$ cat src/rtl/dma_lite_pkg.sv
// Shared definitions for the DMA-lite status responder.
// Holds register offsets, DMACR/DMASR bit positions, AXI-lite response codes,
// read/write FSM state encodings and the register address decoder used by
// both the read and write paths.
package dma_lite_pkg;

  localparam int unsigned ADDR_W = 10;
  localparam int unsigned DATA_W = 32;

  localparam logic [ADDR_W-1:0] MM2S_DMACR_OFS = 10'h000;
  localparam logic [ADDR_W-1:0] MM2S_DMASR_OFS = 10'h004;
  localparam logic [ADDR_W-1:0] S2MM_DMACR_OFS = 10'h030;
  localparam logic [ADDR_W-1:0] S2MM_DMASR_OFS = 10'h034;

  // DMACR bits
  localparam int unsigned DMACR_RS_BIT        = 0;
  localparam int unsigned DMACR_IOC_IRQEN_BIT = 12;
  // DMASR bits
  localparam int unsigned DMASR_HALTED_BIT    = 0;
  localparam int unsigned DMASR_IDLE_BIT      = 1;
  localparam int unsigned DMASR_IOC_IRQ_BIT   = 12;

  localparam logic [1:0] RESP_OKAY   = 2'b00;
  localparam logic [1:0] RESP_SLVERR = 2'b10;

  typedef enum logic {
    R_IDLE,
    R_DATA
  } rd_state_e;

  typedef enum logic [1:0] {
    W_IDLE,
    W_ADDR_OK,
    W_DATA_OK,
    W_RESP
  } wr_state_e;

  typedef enum logic [2:0] {
    SEL_NONE,
    SEL_MM2S_CR,
    SEL_MM2S_SR,
    SEL_S2MM_CR,
    SEL_S2MM_SR
  } reg_sel_e;

  // Exact 10-bit match; misaligned addresses fall through to SEL_NONE.
  function automatic reg_sel_e decode_addr(input logic [ADDR_W-1:0] addr);
    reg_sel_e sel;
    case (addr)
      MM2S_DMACR_OFS: sel = SEL_MM2S_CR;
      MM2S_DMASR_OFS: sel = SEL_MM2S_SR;
      S2MM_DMACR_OFS: sel = SEL_S2MM_CR;
      S2MM_DMASR_OFS: sel = SEL_S2MM_SR;
      default:        sel = SEL_NONE;
    endcase
    return sel;
  endfunction

endpackage

$ cat src/rtl/dma_lite_chan_regs.sv
// Per-channel DMACR/DMASR register set.
// Ports:
//   clk, rst      - clock, synchronous active-low reset
//   busy          - engine busy input for this channel
//   cr_we, sr_we  - single-cycle write strobes for DMACR / DMASR
//   wbit_rs       - write data bit 0 (RS) for DMACR
//   wbit_12       - write data bit 12 (IOC_IrqEn for DMACR, W1C IOC_Irq for DMASR)
//   run           - RS, drives the engine run output
//   cr, sr        - current DMACR / DMASR read values
//   irq_req       - IOC_Irq & IOC_IrqEn, before the top-level irq register
module dma_lite_chan_regs
  import dma_lite_pkg::*;
(
  input  logic              clk,
  input  logic              rst,
  input  logic              busy,
  input  logic              cr_we,
  input  logic              sr_we,
  input  logic              wbit_rs,
  input  logic              wbit_12,
  output logic              run,
  output logic [DATA_W-1:0] cr,
  output logic [DATA_W-1:0] sr,
  output logic              irq_req
);

  logic rs;
  logic ioc_en;
  logic ioc;
  logic busy_q;
  logic ioc_set;
  logic ioc_clr;

  assign ioc_set = busy_q & ~busy & rs;
  assign ioc_clr = sr_we & wbit_12;

  always_ff @(posedge clk) begin
    if (!rst) begin
      rs     <= 1'b0;
      ioc_en <= 1'b0;
      ioc    <= 1'b0;
      busy_q <= 1'b0;
    end else begin
      busy_q <= busy;
      if (cr_we) begin
        rs     <= wbit_rs;
        ioc_en <= wbit_12;
      end
      // A completion in the same cycle as a W1C keeps the flag set.
      ioc <= ioc_set | (ioc & ~ioc_clr);
    end
  end

  always_comb begin
    cr = '0;
    cr[DMACR_RS_BIT]        = rs;
    cr[DMACR_IOC_IRQEN_BIT] = ioc_en;
    sr = '0;
    sr[DMASR_HALTED_BIT]    = ~rs;
    sr[DMASR_IDLE_BIT]      = rs & ~busy;
    sr[DMASR_IOC_IRQ_BIT]   = ioc;
  end

  assign run     = rs;
  assign irq_req = ioc & ioc_en;

endmodule

$ cat src/rtl/dma_lite_status_responder.sv
// AXI4-lite slave exposing MM2S/S2MM DMACR and DMASR registers.
// Ports:
//   clk, rst                 - clock, synchronous active-low reset
//   s_axi_lite_ar*/r*        - read address / read data channels
//   s_axi_lite_aw*/w*/b*     - write address / write data / write response
//   mm2s_busy, s2mm_busy     - engine busy inputs
//   mm2s_run, s2mm_run       - DMACR.RS of each channel
//   irq                      - registered OR of enabled IOC interrupts
module dma_lite_status_responder
  import dma_lite_pkg::*;
(
  input  logic              clk,
  input  logic              rst,
  input  logic [ADDR_W-1:0] s_axi_lite_araddr,
  input  logic              s_axi_lite_arvalid,
  output logic              s_axi_lite_arready,
  output logic [DATA_W-1:0] s_axi_lite_rdata,
  output logic [1:0]        s_axi_lite_rresp,
  output logic              s_axi_lite_rvalid,
  input  logic              s_axi_lite_rready,
  input  logic [ADDR_W-1:0] s_axi_lite_awaddr,
  input  logic              s_axi_lite_awvalid,
  output logic              s_axi_lite_awready,
  input  logic [DATA_W-1:0] s_axi_lite_wdata,
  input  logic              s_axi_lite_wvalid,
  output logic              s_axi_lite_wready,
  output logic [1:0]        s_axi_lite_bresp,
  output logic              s_axi_lite_bvalid,
  input  logic              s_axi_lite_bready,
  input  logic              mm2s_busy,
  input  logic              s2mm_busy,
  output logic              mm2s_run,
  output logic              s2mm_run,
  output logic              irq
);

  // Ready outputs stay low during reset and rise one cycle after release.
  logic ready_en;

  always_ff @(posedge clk) begin
    if (!rst) ready_en <= 1'b0;
    else      ready_en <= 1'b1;
  end

  // Channel registers
  logic [DATA_W-1:0] mm2s_cr, mm2s_sr, s2mm_cr, s2mm_sr;
  logic              mm2s_irq_req, s2mm_irq_req;
  logic              mm2s_cr_we, mm2s_sr_we, s2mm_cr_we, s2mm_sr_we;
  logic              wbit_rs, wbit_12;

  dma_lite_chan_regs u_mm2s (
    .clk     (clk),
    .rst     (rst),
    .busy    (mm2s_busy),
    .cr_we   (mm2s_cr_we),
    .sr_we   (mm2s_sr_we),
    .wbit_rs (wbit_rs),
    .wbit_12 (wbit_12),
    .run     (mm2s_run),
    .cr      (mm2s_cr),
    .sr      (mm2s_sr),
    .irq_req (mm2s_irq_req)
  );

  dma_lite_chan_regs u_s2mm (
    .clk     (clk),
    .rst     (rst),
    .busy    (s2mm_busy),
    .cr_we   (s2mm_cr_we),
    .sr_we   (s2mm_sr_we),
    .wbit_rs (wbit_rs),
    .wbit_12 (wbit_12),
    .run     (s2mm_run),
    .cr      (s2mm_cr),
    .sr      (s2mm_sr),
    .irq_req (s2mm_irq_req)
  );

  always_ff @(posedge clk) begin
    if (!rst) irq <= 1'b0;
    else      irq <= mm2s_irq_req | s2mm_irq_req;
  end

  // Read path
  rd_state_e         rstate, rstate_next;
  logic              ar_hs;
  logic [DATA_W-1:0] rd_word;
  logic [1:0]        rd_resp;

  always_comb begin
    rd_word = '0;
    rd_resp = RESP_OKAY;
    case (decode_addr(s_axi_lite_araddr))
      SEL_MM2S_CR: rd_word = mm2s_cr;
      SEL_MM2S_SR: rd_word = mm2s_sr;
      SEL_S2MM_CR: rd_word = s2mm_cr;
      SEL_S2MM_SR: rd_word = s2mm_sr;
      default:     rd_resp = RESP_SLVERR;
    endcase
  end

  always_comb begin
    rstate_next        = rstate;
    s_axi_lite_arready = 1'b0;
    s_axi_lite_rvalid  = 1'b0;
    ar_hs              = 1'b0;
    case (rstate)
      R_IDLE: begin
        s_axi_lite_arready = ready_en;
        if (s_axi_lite_arvalid && ready_en) begin
          ar_hs       = 1'b1;
          rstate_next = R_DATA;
        end
      end
      R_DATA: begin
        s_axi_lite_rvalid = 1'b1;
        if (s_axi_lite_rready) rstate_next = R_IDLE;
      end
      default: rstate_next = R_IDLE;
    endcase
  end

  always_ff @(posedge clk) begin
    if (!rst) begin
      rstate           <= R_IDLE;
      s_axi_lite_rdata <= '0;
      s_axi_lite_rresp <= RESP_OKAY;
    end else begin
      rstate <= rstate_next;
      if (ar_hs) begin
        s_axi_lite_rdata <= rd_word;
        s_axi_lite_rresp <= rd_resp;
      end
    end
  end

  // Write path
  wr_state_e         wstate, wstate_next;
  logic              aw_hs, w_hs, commit;
  logic [ADDR_W-1:0] awaddr_q, wr_addr;
  logic              wrs_q, w12_q;
  reg_sel_e          wr_sel;
  logic              wdata_unused;

  assign wdata_unused = ^{s_axi_lite_wdata[DATA_W-1:13], s_axi_lite_wdata[11:1]};

  always_comb begin
    wstate_next        = wstate;
    s_axi_lite_awready = 1'b0;
    s_axi_lite_wready  = 1'b0;
    s_axi_lite_bvalid  = 1'b0;
    aw_hs              = 1'b0;
    w_hs               = 1'b0;
    commit             = 1'b0;
    case (wstate)
      W_IDLE: begin
        s_axi_lite_awready = ready_en;
        s_axi_lite_wready  = ready_en;
        aw_hs = s_axi_lite_awvalid & ready_en;
        w_hs  = s_axi_lite_wvalid & ready_en;
        if (aw_hs && w_hs) begin
          commit      = 1'b1;
          wstate_next = W_RESP;
        end else if (aw_hs) begin
          wstate_next = W_ADDR_OK;
        end else if (w_hs) begin
          wstate_next = W_DATA_OK;
        end
      end
      W_ADDR_OK: begin
        s_axi_lite_wready = 1'b1;
        w_hs = s_axi_lite_wvalid;
        if (w_hs) begin
          commit      = 1'b1;
          wstate_next = W_RESP;
        end
      end
      W_DATA_OK: begin
        s_axi_lite_awready = 1'b1;
        aw_hs = s_axi_lite_awvalid;
        if (aw_hs) begin
          commit      = 1'b1;
          wstate_next = W_RESP;
        end
      end
      W_RESP: begin
        s_axi_lite_bvalid = 1'b1;
        if (s_axi_lite_bready) wstate_next = W_IDLE;
      end
      default: wstate_next = W_IDLE;
    endcase
  end

  // The completing beat is taken straight from the bus, so registers update
  // on the same edge that enters W_RESP and are visible alongside bvalid.
  assign wr_addr = aw_hs ? s_axi_lite_awaddr : awaddr_q;
  assign wbit_rs = w_hs ? s_axi_lite_wdata[DMACR_RS_BIT] : wrs_q;
  assign wbit_12 = w_hs ? s_axi_lite_wdata[DMACR_IOC_IRQEN_BIT] : w12_q;
  assign wr_sel  = decode_addr(wr_addr);

  assign mm2s_cr_we = commit & (wr_sel == SEL_MM2S_CR);
  assign mm2s_sr_we = commit & (wr_sel == SEL_MM2S_SR);
  assign s2mm_cr_we = commit & (wr_sel == SEL_S2MM_CR);
  assign s2mm_sr_we = commit & (wr_sel == SEL_S2MM_SR);

  always_ff @(posedge clk) begin
    if (!rst) begin
      wstate           <= W_IDLE;
      awaddr_q         <= '0;
      wrs_q            <= 1'b0;
      w12_q            <= 1'b0;
      s_axi_lite_bresp <= RESP_OKAY;
    end else begin
      wstate <= wstate_next;
      if (aw_hs) awaddr_q <= s_axi_lite_awaddr;
      if (w_hs) begin
        wrs_q <= s_axi_lite_wdata[DMACR_RS_BIT];
        w12_q <= s_axi_lite_wdata[DMACR_IOC_IRQEN_BIT];
      end
      if (commit) s_axi_lite_bresp <= (wr_sel == SEL_NONE) ? RESP_SLVERR : RESP_OKAY;
    end
  end

endmodule
$ cat config.mk
export PLATFORM = sky130hd
export DESIGN_NAME = dma_lite_status_responder
export DESIGN_NICKNAME = d
export VERILOG_FILES = /design/src/rtl/dma_lite_pkg.sv /design/src/rtl/dma_lite_chan_regs.sv /design/src/rtl/dma_lite_status_responder.sv
export SDC_FILE = /design/constraint.sdc
export NUM_CORES = 1
export LEC_CHECK = 0
export CORE_AREA = 2 2 69 71
export CTS_CLUSTER_SIZE = 30
export DETAILED_ROUTE_END_ITERATION = 16
export DIE_AREA = 0 0 71 73
export PLACE_DENSITY_LB_ADDON = 0.05
export RECOVER_POWER = 50
export SYNTH_ARGS = -nofsm -noshare
export SYNTH_HDL_FRONTEND = slang
export SYNTH_SLANG_ARGS = --single-unit
$ cat constraint.sdc
create_clock -name clk -period 4.8 [get_ports clk]
set_clock_uncertainty 0.15 [all_clocks]
set_input_delay 0.72 -clock clk [delete_from_list [all_inputs] [get_ports clk]]
set_output_delay 0.72 -clock clk [all_outputs]
set_load 0.01 [all_outputs]
# == Yosys cells after proc, flatten, opt, wreduce, memory -nomap -nowiden ==
# Cells that the tools add are included.
# word_totals
regBits,61
wordCells,106
# classes
n_eq_ne,21
n_mux,31
bitwise,28
n_reduce_logical,8
# op_table
cell,count
$pmux 13 s4,1
$eq 10x6->1 const B,4
$pmux 3 s4,2
$eq 10x3->1 const B,2
$logic_not 10->1,2
$and 1x1->1,18
$mux 2,8
$eq 3x2->1 const B,4
$mux 1,12
$mux 10,1
$pmux 1 s2,5
$pmux 2 s4,1
$not 1->1,7
$eq 3x1->1 const B,2
$eq 3x3->1 const B,2
$ne 2x2->1 const B,3
$eq 2x2->1 const B,2
$ne 4x4->1 const B,1
$reduce_and 4->1,1
$reduce_or 4->1,1
$logic_not 3->1,1
$or 1x1->1,3
$pmux 1 s3,1
$eq 2x1->1 const B,1
other kinds (2),3

# == Longest topological paths before layout ==
# Gate-level depths: netlist of the first run.
# logic_depth
depth_word,11
mapped_depth,10

# == Modules after synthesis ==
# Synthesis of the first run repeated with hierarchy kept, for this count alone.
# hier_totals
hier_cells,484
hier_area_um2,4100.2
# modules_own_cells
module,n_inst,cells_each,area_each_um2,seq_area_each_um2
dma_lite_status_responder,1,328,2836.5,1021.0
dma_lite_chan_regs,2,78,631.9,80.1

# == Worst setup path before layout of the first run ==
# Ideal clock, no wire load.
# synth_timing
path_kind,input-to-reg
from,input s_axi_lite_araddr[7]
to,register s_axi_lite_rdata[1]
setup_time_ns,0.070
t_arrival_ns,1.992
slack_ns,2.588
stages,5
path_buffers,0
cell_sequence,or4_4 or3_4 nor3b_2 o2111ai_1 a21boi_1
# synth_between
elab_chain_len,4
# synth_rtl
item,line_no,rtl
"start, declared",dma_lite_status_responder.sv:14,"input logic [ADDR_W-1:0] s_axi_lite_araddr,"
"$eq 10x6->1, or another cell as far along",dma_lite_pkg.sv:49,case (addr)
$pmux 3 s4 *,dma_lite_pkg.sv:49,
"$eq 3x3->1, or another cell as far along",dma_lite_status_responder.sv:93,case (decode_addr(s_axi_lite_araddr))
$pmux 13 s4 *,dma_lite_status_responder.sv:93,
"end signal, assigned",dma_lite_status_responder.sv:131,s_axi_lite_rdata <= rd_word;
"end, declared",dma_lite_status_responder.sv:17,"output logic [DATA_W-1:0] s_axi_lite_rdata,"
# Every way passes the cells marked *; elsewhere a longest branch is shown, timed or not.
# A chain may end at the register's enable or synchronous reset.

# == Worst setup path in the final report of the first run ==
# layout_timing
from,register wstate[0]
to,output s_axi_lite_awready
# layout_between
elab_chain_len,2
# layout_rtl
item,line_no,rtl
"start, declared",dma_lite_status_responder.sv:138,"wr_state_e wstate, wstate_next;"
"start signal, assigned",dma_lite_status_responder.sv:214,wstate <= wstate_next;
$eq 2x2->1 or $logic_not 2->1 (tied branches),dma_lite_status_responder.sv:155,case (wstate)
$pmux 1 s2 *,dma_lite_status_responder.sv:155,
"end, declared",dma_lite_status_responder.sv:23,"output logic s_axi_lite_awready,"
# Marked as above.

==> results of run 1 <==
power groups by stage:
stage	registers (mW)	logic (mW)	clock network [mW]
5_1_grt	0.308	0.368	0.215
4_1_cts	0.304	0.330	0.207
3_5_place_dp	0.310	0.328	0
3_3_place_gp	0.309	0.330	0
2_1_floorplan	0.306	0.243	0
6_report	0.303	0.323	0.199
path summary, 6_finish.rpt:
path	start	end	slack [ns]	depth (start not counted)
hold / removal	awaddr_q[8]	awaddr_q[8]	0.32	2
setup / recovery	wstate[0]	s_axi_lite_awready	1.77	5
setup reg to reg	wstate[0]	u_mm2s.run	2.05	8
hold reg to reg	awaddr_q[8]	awaddr_q[8]	0.32	2
per-stage QoR:
stage	power [mW]	area, sq um	hold WS, ns	std cells
after global routing	0.891	2160	0.340	301
after CTS	0.842	2170	0.312	301
after floorplan	0.549	1850	0.288	236
final	0.824	2160	0.318	301
after detailed placement	0.638	2080	0.303	295
after global placement	0.639	2080	0.306	295
cell families (layout without fill, tap and decap cells):
| family | count (synthesis) | count (layout) |
|---|---|---|
| AO/OA/AOI/OAI | 40 | 40 |
| multiplexers | 9 | 9 |
| AND/OR/NAND/NOR | 74 | 74 |
| buffers and inverters | 47 | 58 |
| adder cells (fa/ha/maj) | 5 | 5 |
| flip-flops | 30 | 30 |
| other | 1 | 31 |
layout by cell type, fill, tap and decap left out, types with 3 or more instances in the layout:
cell type	instances
nand2b_1	5
nor2_1	4
nand2_1	23
ha_1	5
conb_1	31
a21boi_0	11
clkbuf_8	6
mux2i_1	8
a22oi_1	3
dfxtp_1	30
o21ai_0	7
nor4_1	3
inv_1	9
a31oi_1	3
dlygate4sd3_1	11
nor2b_1	4
nand3_1	19
a21oi_1	3
clkdlybuf4s50_1	32
final cells by class:
type                            instances  area [sq um]  share of cell area (%)
Inverter                                9          33.8                    1.56
Multi-Input combinational cell        159           948                    43.8
Sequential cell                        30           601                    27.8
Clock buffer                            6          82.6                    3.82
Timing Repair Buffer                   43           430                    19.9
Tap cell                               54          67.6                    3.12
routing by layer:
layer	vias to the layer above	routed length [um]
met5	-	0
met4	0	63
met3	6	242
met2	57	1520
met1	645	1700
li1	740	-
worst min-delay path: stages, from the launching register on:
cell	delay, ns
dfxtp_1	0.31
nand2_1	0.05
a21boi_0	0.06
==> impl_metrics.py, run 1 <==
metrics = {
    "layout": {
        "fin_util_pct": 47.7,
        "area_growth_syn_to_layout_pct": 24.7,
        "reg_top3": "awaddr_q x10, s_axi_lite_rdata x3, wstate x2",
        "drive_above_1_share_pct": 4.05,
        "largest_register_ffs": 10,
        "fin_nets": 314,
        "antenna-diode-count": 0,
        "regMostFlops": "awaddr_q",
        "fill_cells": 463,
    },
    "power": {
        "ir_worst_vdd_mv": 0.233,
        "cellInternalPower_mw": 0.539,
        "comb_power_share_pct": 39.1,
        "static-leakage-power_nw": 0.949,
        "powerDensity_nw_per_um2": 381,
        "p_sw_mw": 0.285,
        "p_clk_share_pct": 24.1,
        "switching_share_pct": 34.6,
        "pwr-share-seq_pct": 36.8,
    },
    "placement": {
        "gp_congestion": 0.714,
        "io_buffers": 43,
        "place_hpwl_mm": 2.69,
        "dp_slack_ns": 1.73,
    },
    "setup_path": {
        "crit_buf_inv": 3,
        "cp_top_family": "buffers and inverters",
        "cp_data_required_time_ns": 3.93,
        "path_cells": "inv_1 > ha_1 > a31oi_1 > inv_1 > clkdlybuf4s50_1",
        "slowest_stage": "clkdlybuf4s50_1",
        "crit_fanout": 12,
        "arrival_ns": 2.16,
        "endpoint_kind": "output pin",
        "startpoint_type": "flop",
        "criticalPathCategory": "flop to output pin",
        "crit_path_frequent_cell": "inv_1",
        "slowest_delay_ns": 0.53,
    },
    "synth": {
        "synthSimpleGateAreaFrac_pct": 22.6,
        "synth_top_family_by_area": "simple AND/OR/NAND/NOR gates",
        "ys.flop_type": "dfxtp_1",
        "ys_types": 42,
        "yosys.area.top_type": "dfxtp_1",
        "netlist_instances": 206,
        "muxShareOfSynthArea_pct": 5.26,
        "yosysMostFrequentCell": "buf_4",
        "synth_xor_area_share_pct": 0,
        "yosysWarnings": 0,
        "syn_area_per_cell_sq_um": 8.42,
        "synth_compound_area_share_pct": 16.7,
        "yosysSeqAreaShare_pct": 34.6,
        "yosysTopAreaCellShare_pct": 34.6,
        "synth_common_cells": "buf_4, dfxtp_1, nand2_1, nand3_1, a21boi_0",
        "synth_adder_area_share_pct": 3.60,
        "ys_top_cells_by_area": "dfxtp_1, buf_4, nand3_1",
        "synth_edf_count": 0,
        "synthesis.area_sq_um": 1740,
        "synth_seq_cells": 30,
        "async_reset_ff_share_pct": 0,
    },
    "flow_run": {
        "maxCapViolCount": 0,
    },
    "clock_network": {
        "ctsResizeCount": 0,
        "cts_buffer_depth": 2,
        "clk_pin_slew_ns": 0.06,
        "htreeDepth": 2,
        "cts_hold_buf": 0,
        "clock_latency_ns": 0.28,
        "cts.sinks": 30,
        "cts_setup_buffers": 0,
        "cts_tree": "built",
        "root_buffer": "clkbuf_8",
        "cts-buffers-inserted": 5,
    },
    "global_route": {
        "grtUsageMet1_pct": 19.5,
        "grt-busiest-layer": "met2",
        "antenna_found_initial": 0,
        "grt_pass1_wl_mm": 5.97,
        "grt_use_total_pct": 14.7,
        "use_met2_pct": 22.0,
        "overflow": 0,
        "grt_max_degree": 32,
        "use_met3_pct": 4.56,
        "grt_pass1_vias": 1345,
    },
    "sta": {
        "finalWorstSetupSlack_ns": 1.77,
        "finalSetupTns_ns": 0,
        "setup_violations": 0,
        "worst_pin_slew_ns": 0.991,
        "slew_headroom_pct": 33.7,
        "period_share_pct": 63.1,
        "slew_violations": 0,
        "rsz0062_at_grt": "false",
        "timing.fmax_mhz": 330,
        "hold_viol": 0,
        "period_needed_ns": 3.03,
    },
    "floorplanning": {
        "coreArea_sq_um": 4540,
        "ios": 105,
        "start_util_pct": 38.3,
        "die_area_sq_um": 5180,
        "die_h_um": 73,
        "rows": 25,
        "fp.dieW_um": 71,
    },
    "route": {
        "avgRoutedWirePerCell_um": 11.7,
        "drtIter0Drc": 94,
        "drtAntennaViolNets": 0,
        "dr.pass1.iters": 4,
        "wl_mm": 3.53,
        "vias_per_cell": 4.81,
        "drc": 0,
        "vias": 1448,
    },
    "outcome": {
        "status": "completed",
    },
    "min_path": {
        "min-delay-path-class": "flop to flop",
    },
}
Note: power is estimated with default switching activity, not from simulation.
==> run 2, diff against run 1 <==
- CORE_AREA: 2 2 69 71 -> 2 2 75 77
- DIE_AREA: 0 0 71 73 -> 0 0 77 79
- clock period: 4.8 -> 2.7 ns (I/O delays scaled with it)
==> run 2 against run 1 <==
  * Final cell count is 9.3% higher
  * Die area rose by 17%
  * Routed wire length is 8.7% higher
  * Power grew 94%
  * Sequential share of layout area decreased by 1.3 points
  * Clock-buffer cell count is 1 higher
  * Via count grew 2.6%
  * Setup slack got worse by 1.6 ns
  * Non-clock buffer count increased by 8
==> impl_metrics.py, run 2 (synthesis results as in run 1) <==
metrics = {
    "outcome": {
        "status": "completed",
    },
    "clock_network": {
        "cts_setup_buffers": 0,
        "cts_tree": "built",
        "cts-buffers-inserted": 5,
        "clock_latency_ns": 0.28,
        "ctsResizeCount": 0,
        "cts.sinks": 30,
        "cts_buffer_depth": 2,
        "clk_pin_slew_ns": 0.06,
        "htreeDepth": 2,
        "root_buffer": "clkbuf_8",
        "cts_hold_buf": 0,
    },
    "global_route": {
        "grt_use_total_pct": 13.1,
        "antenna_found_initial": 0,
        "grt_pass1_wl_mm": 6.46,
        "overflow": 0,
        "grt_max_degree": 32,
        "grt_pass1_vias": 1379,
    },
    "route": {
        "drtIter0Drc": 57,
        "drtAntennaViolNets": 0,
        "vias_per_cell": 4.51,
        "vias": 1485,
        "avgRoutedWirePerCell_um": 11.7,
        "wl_mm": 3.84,
        "drc": 0,
        "dr.pass1.iters": 4,
    },
    "layout": {
        "regMostFlops": "awaddr_q",
        "fin_area_sq_um": 2270,
        "mostFrequentLayoutCells": "clkdlybuf4s50_1, conb_1, dfxtp_1",
        "fin_util_pct": 42.5,
        "reg_top3": "awaddr_q x10, s_axi_lite_rdata x3, wstate x2",
        "layout.cells.non_filler": 329,
        "final_common_cell": "clkdlybuf4s50_1",
        "largest_register_ffs": 10,
        "fin_nets": 322,
        "area_growth_syn_to_layout_pct": 30.8,
        "drive_above_1_share_pct": 7.78,
        "antenna-diode-count": 0,
    },
    "floorplanning": {
        "die_h_um": 79,
        "die_area_sq_um": 6080,
        "fp.dieW_um": 77,
        "rows": 27,
        "ios": 105,
        "coreArea_sq_um": 5340,
        "start_util_pct": 32.5,
    },
    "setup_path": {
        "endpoint_kind": "output pin",
        "criticalPathCategory": "flop to output pin",
        "crit_fanout": 5,
        "startpoint_type": "flop",
        "cp_data_required_time_ns": 2.14,
        "arrival_ns": 1.98,
        "r2r_start": "wstate[0]",
        "crit_end": "s_axi_lite_awready",
        "r2r_cells": 8,
        "r2r_slack_ns": 0.45,
        "startpoint": "wstate[0]",
        "r2r-end": "u_s2mm.ioc_en",
    },
    "sta": {
        "timing.fmax_mhz": 394,
        "rsz0062_at_grt": "false",
        "setup_violations": 0,
        "hold_ws_ns": 0.306,
        "worst_pin_slew_ns": 1.31,
        "finalWorstSetupSlack_ns": 0.165,
        "finalSetupTns_ns": 0,
        "period_share_pct": 93.9,
        "slew_headroom_pct": 12.8,
        "period_needed_ns": 2.54,
        "hold_viol": 0,
        "slew_violations": 0,
    },
    "power": {
        "ir_worst_vdd_mv": 0.287,
        "fin_total_pwr_mw": 1.60,
        "static-leakage-power_nw": 0.988,
        "powerDensity_nw_per_um2": 703,
    },
    "placement": {
        "gp_congestion": 0.730,
        "io_buffers": 43,
        "dp_slack_ns": 0.244,
        "place_inst": 321,
        "place_hpwl_mm": 2.94,
        "placed_area_sq_um": 2170,
    },
    "min_path": {
        "min-delay-path-class": "flop to flop",
    },
    "flow_run": {
        "maxCapViolCount": 0,
    },
}
run 2: changes by cell type in the layout (fill, tap and decap cells not counted), sizes merged:
cell	delta
clkdlybuf4s50	+1
clkbuf	+2
buf	+7
dlygate4sd3	-1
clkinv	+1
run 2: worst min path at each step:
stage / startpoint / endpoint / slack, ns / cells after the start
after floorplan: rst / ready_en / 0.28 / 0
after global placement: s_axi_lite_rdata[1] / s_axi_lite_rdata[1] / 0.30 / 2
after detailed placement: s_axi_lite_rdata[1] / s_axi_lite_rdata[1] / 0.31 / 2
after CTS: s_axi_lite_rdata[1] / s_axi_lite_rdata[1] / 0.31 / 2
after global routing: awaddr_q[8] / awaddr_q[8] / 0.35 / 2
final: s_axi_lite_rdata[1] / s_axi_lite_rdata[1] / 0.31 / 2
run 2: critical path, stage by stage, from the launching register on:
cell	delay (ns)
dfxtp_1	0.38
inv_1	0.10
ha_1	0.25
a31oi_4	0.22
inv_1	0.11
buf_4	0.17
clkdlybuf4s50_1	0.47
run 2: final cells by class:
cell class              instances  area [sq um]
clock buffers                   7          86.3
clock inverters                 1          5.00
fillers                       586          3070
inverters                       9          33.8
multi-input cells             159           967
flip-flops and latches         30           601
well taps                      72          90.1
repair buffers                 51           487
run 2: per-layer routing:
layer | global-route usage, % | vias to the layer above | share of wire (%)
li1 | - | 762 | -
met1 | 18.4 | 674 | 50
met2 | 19.7 | 47 | 44
met3 | 3.30 | 2 | 5.5
met4 | 4.29 | 0 | 0.44
met5 | 0 | - | 0
run 2: where the power goes:
part / switching (mW) / total (mW) / internal (mW)
combinational: 0.348 / 0.686 / 0.337
clock: 0.165 / 0.371 / 0.205
sequential: 0.0388 / 0.540 / 0.501
total: 0.552 / 1.60 / 1.04
==> variant 1: new RTL, settings of run 2 <==
Make the reset (`rst`) asynchronous in 5 clocked blocks. Comments in the files are not updated.
--- a/src/rtl/dma_lite_chan_regs.sv
+++ b/src/rtl/dma_lite_chan_regs.sv
@@ -35,5 +35,5 @@
   assign ioc_clr = sr_we & wbit_12;
 
-  always_ff @(posedge clk) begin
+  always_ff @(posedge clk or negedge rst) begin
     if (!rst) begin
       rs     <= 1'b0;
--- a/src/rtl/dma_lite_status_responder.sv
+++ b/src/rtl/dma_lite_status_responder.sv
@@ -38,5 +38,5 @@
   logic ready_en;
 
-  always_ff @(posedge clk) begin
+  always_ff @(posedge clk or negedge rst) begin
     if (!rst) ready_en <= 1'b0;
     else      ready_en <= 1'b1;
@@ -77,5 +77,5 @@
   );
 
-  always_ff @(posedge clk) begin
+  always_ff @(posedge clk or negedge rst) begin
     if (!rst) irq <= 1'b0;
     else      irq <= mm2s_irq_req | s2mm_irq_req;
@@ -121,5 +121,5 @@
   end
 
-  always_ff @(posedge clk) begin
+  always_ff @(posedge clk or negedge rst) begin
     if (!rst) begin
       rstate           <= R_IDLE;
@@ -204,5 +204,5 @@
   assign s2mm_sr_we = commit & (wr_sel == SEL_S2MM_SR);
 
-  always_ff @(posedge clk) begin
+  always_ff @(posedge clk or negedge rst) begin
     if (!rst) begin
       wstate           <= W_IDLE;
Check against the original RTL: differs if rst is asserted again (counterexample within 4 cycles, from zero or initial values and one cycle with rst low); with rst held inactive, the same outputs for 10 cycles.
==> variant 1 against run 2 <==
Sequential power grew 23%. Setup slack better by 52 ps. The run now ends with max-capacitance violations, max-slew violations left. Power rose by 6.9%. Largest power group unchanged. Critical path depth down 1. Hold slack better by 24 ps. Sequential cell count is the same. Wire length shrank 11%. Design area decreased by 1.8%. Area after synthesis grew 1.6%.
==> variant 1: results (changes against run 2) <==
TritonCTS Buffers 5 (unchanged); Int Power 1.11 mW (+6.0%); CP max FO 9 (+4); Clock Tree Root clkbuf_8; final layout net count 286 (-11%); Final Slew Violations 31 (+31); H-tree depth 2 (unchanged); max cap viols 1 (+1); number of global-route vias before repair 1220 (-12%); Slew Limit Headroom -6.23% (-19 points); routability cong. 0.744 (+2.0%); CP startpoint wstate[0]; initial antenna violation count 0 (unchanged); crit path DAT 1930 ps (-50 ps); biggest regs awaddr_q (10), s_axi_lite_rdata (3), wstate (2); largest net degree at the start of global routing 31 (-3.1%); Synth async-reset ratio 100% (+100 points); Hold Crit Start s_axi_lite_rdata[1]; Post-synth top cells 31 x buf_4, 30 x dfrtp_1, 11 x nand2_1; failing checks max-capacitance violations, max-slew violations; Worst path max stage delay 530 ps (+60 ps); share of cells above drive strength 1 12.7% (+4.9 points); peak supply drop 0.000358 V (+25%); outcome complete, but fails checks; vias 1333 (-10%); Hold WC Path Type register to register; number of DRC markers in iteration 0 37 (-35%); gr usage total 11.7% (-1.4 points); detailed placer's ending HPWL 2750 um (-6.4%); fillcell total 546 (-6.8%); global-route wire length before repair 5530 um (-14%); Pleak 1.02 nW (+3.0%); ant diodes 0 (unchanged); CP max-delay cell clkdlybuf4s50_1; Clock Pin Slew Worst Setup and Hold Paths 60 ps (about the same); Primary FF master, synth dfrtp_1; Synth warnings 0 (unchanged); largest cells by area after synthesis dfrtp_1 43%, buf_4 13%, mux2_2 6.4%; Top reg by flops awaddr_q; sequential share of the synthesized area 42.6% (+8.0 points); worst reg-to-reg setup slack 370 ps (-80 ps); Routed WL 3430 um (-11%); CTS resizes 0 (unchanged)
[variant 1: power by group through the flow]
stage	combinational [mW]	sequential (mW)	clock, mW
6_report	0.717	0.663	0.327
5_1_grt	0.800	0.681	0.360
4_1_cts	0.726	0.663	0.343
3_5_place_dp	0.723	0.673	0
3_3_place_gp	0.711	0.665	0
2_1_floorplan	0.555	0.653	0
[variant 1: final timing paths]
path,endpoint,cells past startpoint
hold reg to reg,s_axi_lite_rdata[1],2
hold / removal,s_axi_lite_rdata[1],2
setup / recovery,s_axi_lite_wready,5
setup reg to reg,u_mm2s.ioc_en,8
min in group asynchronous,s_axi_lite_bresp[1],2
max in group asynchronous,s_axi_lite_rresp[1],2
[variant 1: area by class of cell]
cell class	count	area share, %
tap	72	4.04
clock inverter	2	0.449
clock buffer	5	3.09
sequential	30	33.7
timing repair buffer	44	19.5
multi-input combinational	128	37.1
inverter	12	2.13
[variant 1: stage by stage]
stage                     total power [mW]  std cells  instance area, um2  setup WS [ps]  hold slack [ps]
after floorplan                       1.21        203                1880            622            -40.6
after global placement                1.38        286                2150            360              339
after detailed placement              1.40        286                2150            350              327
after CTS                             1.73        293                2230            211              341
after global routing                  1.84        293                2230            101              381
final                                 1.71        293                2230            217              330
[variant 1: routing by layer]
layer	vias to the layer above	part of all wire (%)	track usage [%]
met5	-	0	0
met4	0	1.2	5.36
met3	5	7.8	3.18
met2	59	50	20.0
met1	624	41	13.7
li1	645	-	-
[variant 1: kinds of logic (layout without fill, tap and decap cells)]
family	count (synthesis)	count (layout)	share of synthesized area [%]
flops	30	30	42.6
compound gates	37	37	14.8
fa+ha+maj	4	4	2.84
buf+inv	45	63	16.8
simple gates	40	40	12.7
mux	15	15	9.79
other cells	2	32	0.426
[variant 1: critical path, delay by kind of cell, from the launching register on]
family	cells	cell delay, ps
compound gates	1	170
fa+ha+maj	1	370
buf+inv	3	730
flops	1	400
==> variant 2: new RTL, settings of run 2 <==
Made on the original files. `DATA_W`: 32 -> 16.
--- a/src/rtl/dma_lite_pkg.sv
+++ b/src/rtl/dma_lite_pkg.sv
@@ -6,5 +6,5 @@
 
   localparam int unsigned ADDR_W = 10;
-  localparam int unsigned DATA_W = 32;
+  localparam int unsigned DATA_W = 16;
 
   localparam logic [ADDR_W-1:0] MM2S_DMACR_OFS = 10'h000;
Interface: changed (resized s_axi_lite_rdata and s_axi_lite_wdata); port bits go from 105 to 73. The function was not compared with the original's and may differ.
==> variant 2 against run 2 <==
Cell count fell by 6.1%. Sequential cell count unchanged. Global-route usage is essentially flat. Design area down 4.8%. Area after synthesis shrank 6.9%. Fmax decreased by 0.50%. Combinational power is 13% lower. Power down 5.7%. Setup slack worse by 13 ps. Wire length fell by 0.29%. Highest routed layer unchanged.
==> variant 2: results (changes against run 2) <==
outcome completed; number of DRC markers in iteration 0 68 (+19%); sequential share of the synthesized area 37.2% (+2.6 points); initial antenna violation count 0 (unchanged); final layout net count 286 (-11%); detailed placer's ending HPWL 3050 um (+3.8%); dpl cells 301 (-6.2%); vias 1452 (-2.2%); post-CTS setup buffers 0 (unchanged); CP max FO 12 (+7); share of cells above drive strength 1 6.33% (-1.5 points); Pleak 0.913 nW (-7.6%); Syn Inst Count 190 (-7.8%); number of distinct library cells after synthesis 42 (unchanged); largest net degree at the start of global routing 32 (unchanged); worst slew pin tran 1220 ps (-92.1 ps); gr usage total 13.1% (-0.018 points); Post-synth top cells 30 x dfxtp_1, 23 x nand2_1, 19 x nand3_1; wire per inst 12.4 um (+6.2%); Clk Latency, worst-skew pair 280 ps (about the same); number of global-route vias before repair 1403 (+1.7%); Port Buffers 43 (unchanged); peak supply drop 0.000353 V (+23%); Hold Crit Start s_axi_lite_rdata[1]; routability cong. 0.749 (+2.7%); CP startpoint wstate[0]; Clock Tree Buf Depth 2 (unchanged); crit path DAT a little under 2000 ps; max reg flops 10 (unchanged); Hold WC Path Type register to register; 1st-pass router iterations 4 (unchanged); Routed WL 3830 um (-0.29%); grt met2 use 21.0% (+1.2 points); M1 GR Usage 16.4% (-1.9 points); Synth warnings 0 (unchanged); global-route wire length before repair 6350 um (-1.7%); worst reg2reg path startpoint wstate[0]; Clock Pin Slew Worst Setup and Hold Paths 70 ps; CTS resizes 0 (unchanged); ant diodes 0 (unchanged); largest cells by area after synthesis dfxtp_1 37%, buf_4 7.0%, nand3_1 5.9%; M3 GR Usage 3.64% (+0.34 points); Synth async-reset ratio 0% (unchanged)
==> variant 2: final timing paths <==
| kind | endpoint | slack (ps) | cells after the start |
|---|---|---|---|
| hold reg to reg | s_axi_lite_rdata[1] | 310 | 2 |
| hold / removal | s_axi_lite_rdata[1] | 310 | 2 |
| setup / recovery | s_axi_lite_awready | 150 | 5 |
| setup reg to reg | u_s2mm.run | 310 | 8 |
==> variant 2: worst max-delay path, stage by stage, from the launching register on <==
cell and delay [ps]:
dfxtp_1 390, inv_1 100, ha_1 240, a31oi_1 290
inv_2 170, clkdlybuf4s50_1 510
==> variant 2: routing by layer <==
layer / wire length, um / vias up
li1: - / 732
met1: 1790 / 677
met2: 1800 / 37
met3: 187 / 6
met4: 54 / 0
met5: 0 / -
==> variant 2: layout make-up <==
cell class                 instances  area (um2)
fill                             561        3180
tap                               72        90.1
timing repair buffer              47         453
clock buffer                       7        86.3
clock inverter                     1        5.00
sequential                        30         601
inverter                           9        33.8
multi-input combinational        143         892
==> variant 2: per-stage QoR <==
| step | power, mW | worst slack, ps | hold slack [ps] | utilization (%) | instance area (um2) |
|---|---|---|---|---|---|
| floorplan | 0.949 | 639 | 283 | - | 1670 |
| global placement | 1.14 | 237 | 301 | 38.9 | 2080 |
| detailed placement | 1.16 | 223 | 307 | 38.9 | 2080 |
| CTS | 1.53 | 89.5 | 313 | 40.6 | 2170 |
| global route | 1.62 | 27.2 | 332 | 40.5 | 2160 |
| finish | 1.50 | 152 | 311 | 40.5 | 2160 |
==> variant 2: kinds of logic after synthesis <==
group / Yosys count / synth area share (%)
AO/OA/AOI/OAI: 40 / 17.9
adder cells (fa/ha/maj): 5 / 3.87
buffers and inverters: 31 / 10.8
flip-flops: 30 / 37.2
multiplexers: 9 / 5.65
other: 1 / 0.232
AND/OR/NAND/NOR: 74 / 24.3
==> variant 2: where the power goes <==
| group | internal [mW] | total, mW | leakage [nW] | switching, mW |
|---|---|---|---|---|
| Clock | 0.205 | 0.368 | 0.0482 | 0.163 |
| Combinational | 0.276 | 0.595 | 0.620 | 0.319 |
| Sequential | 0.501 | 0.541 | 0.245 | 0.0404 |
| Total | 0.982 | 1.50 | 0.913 | 0.523 |
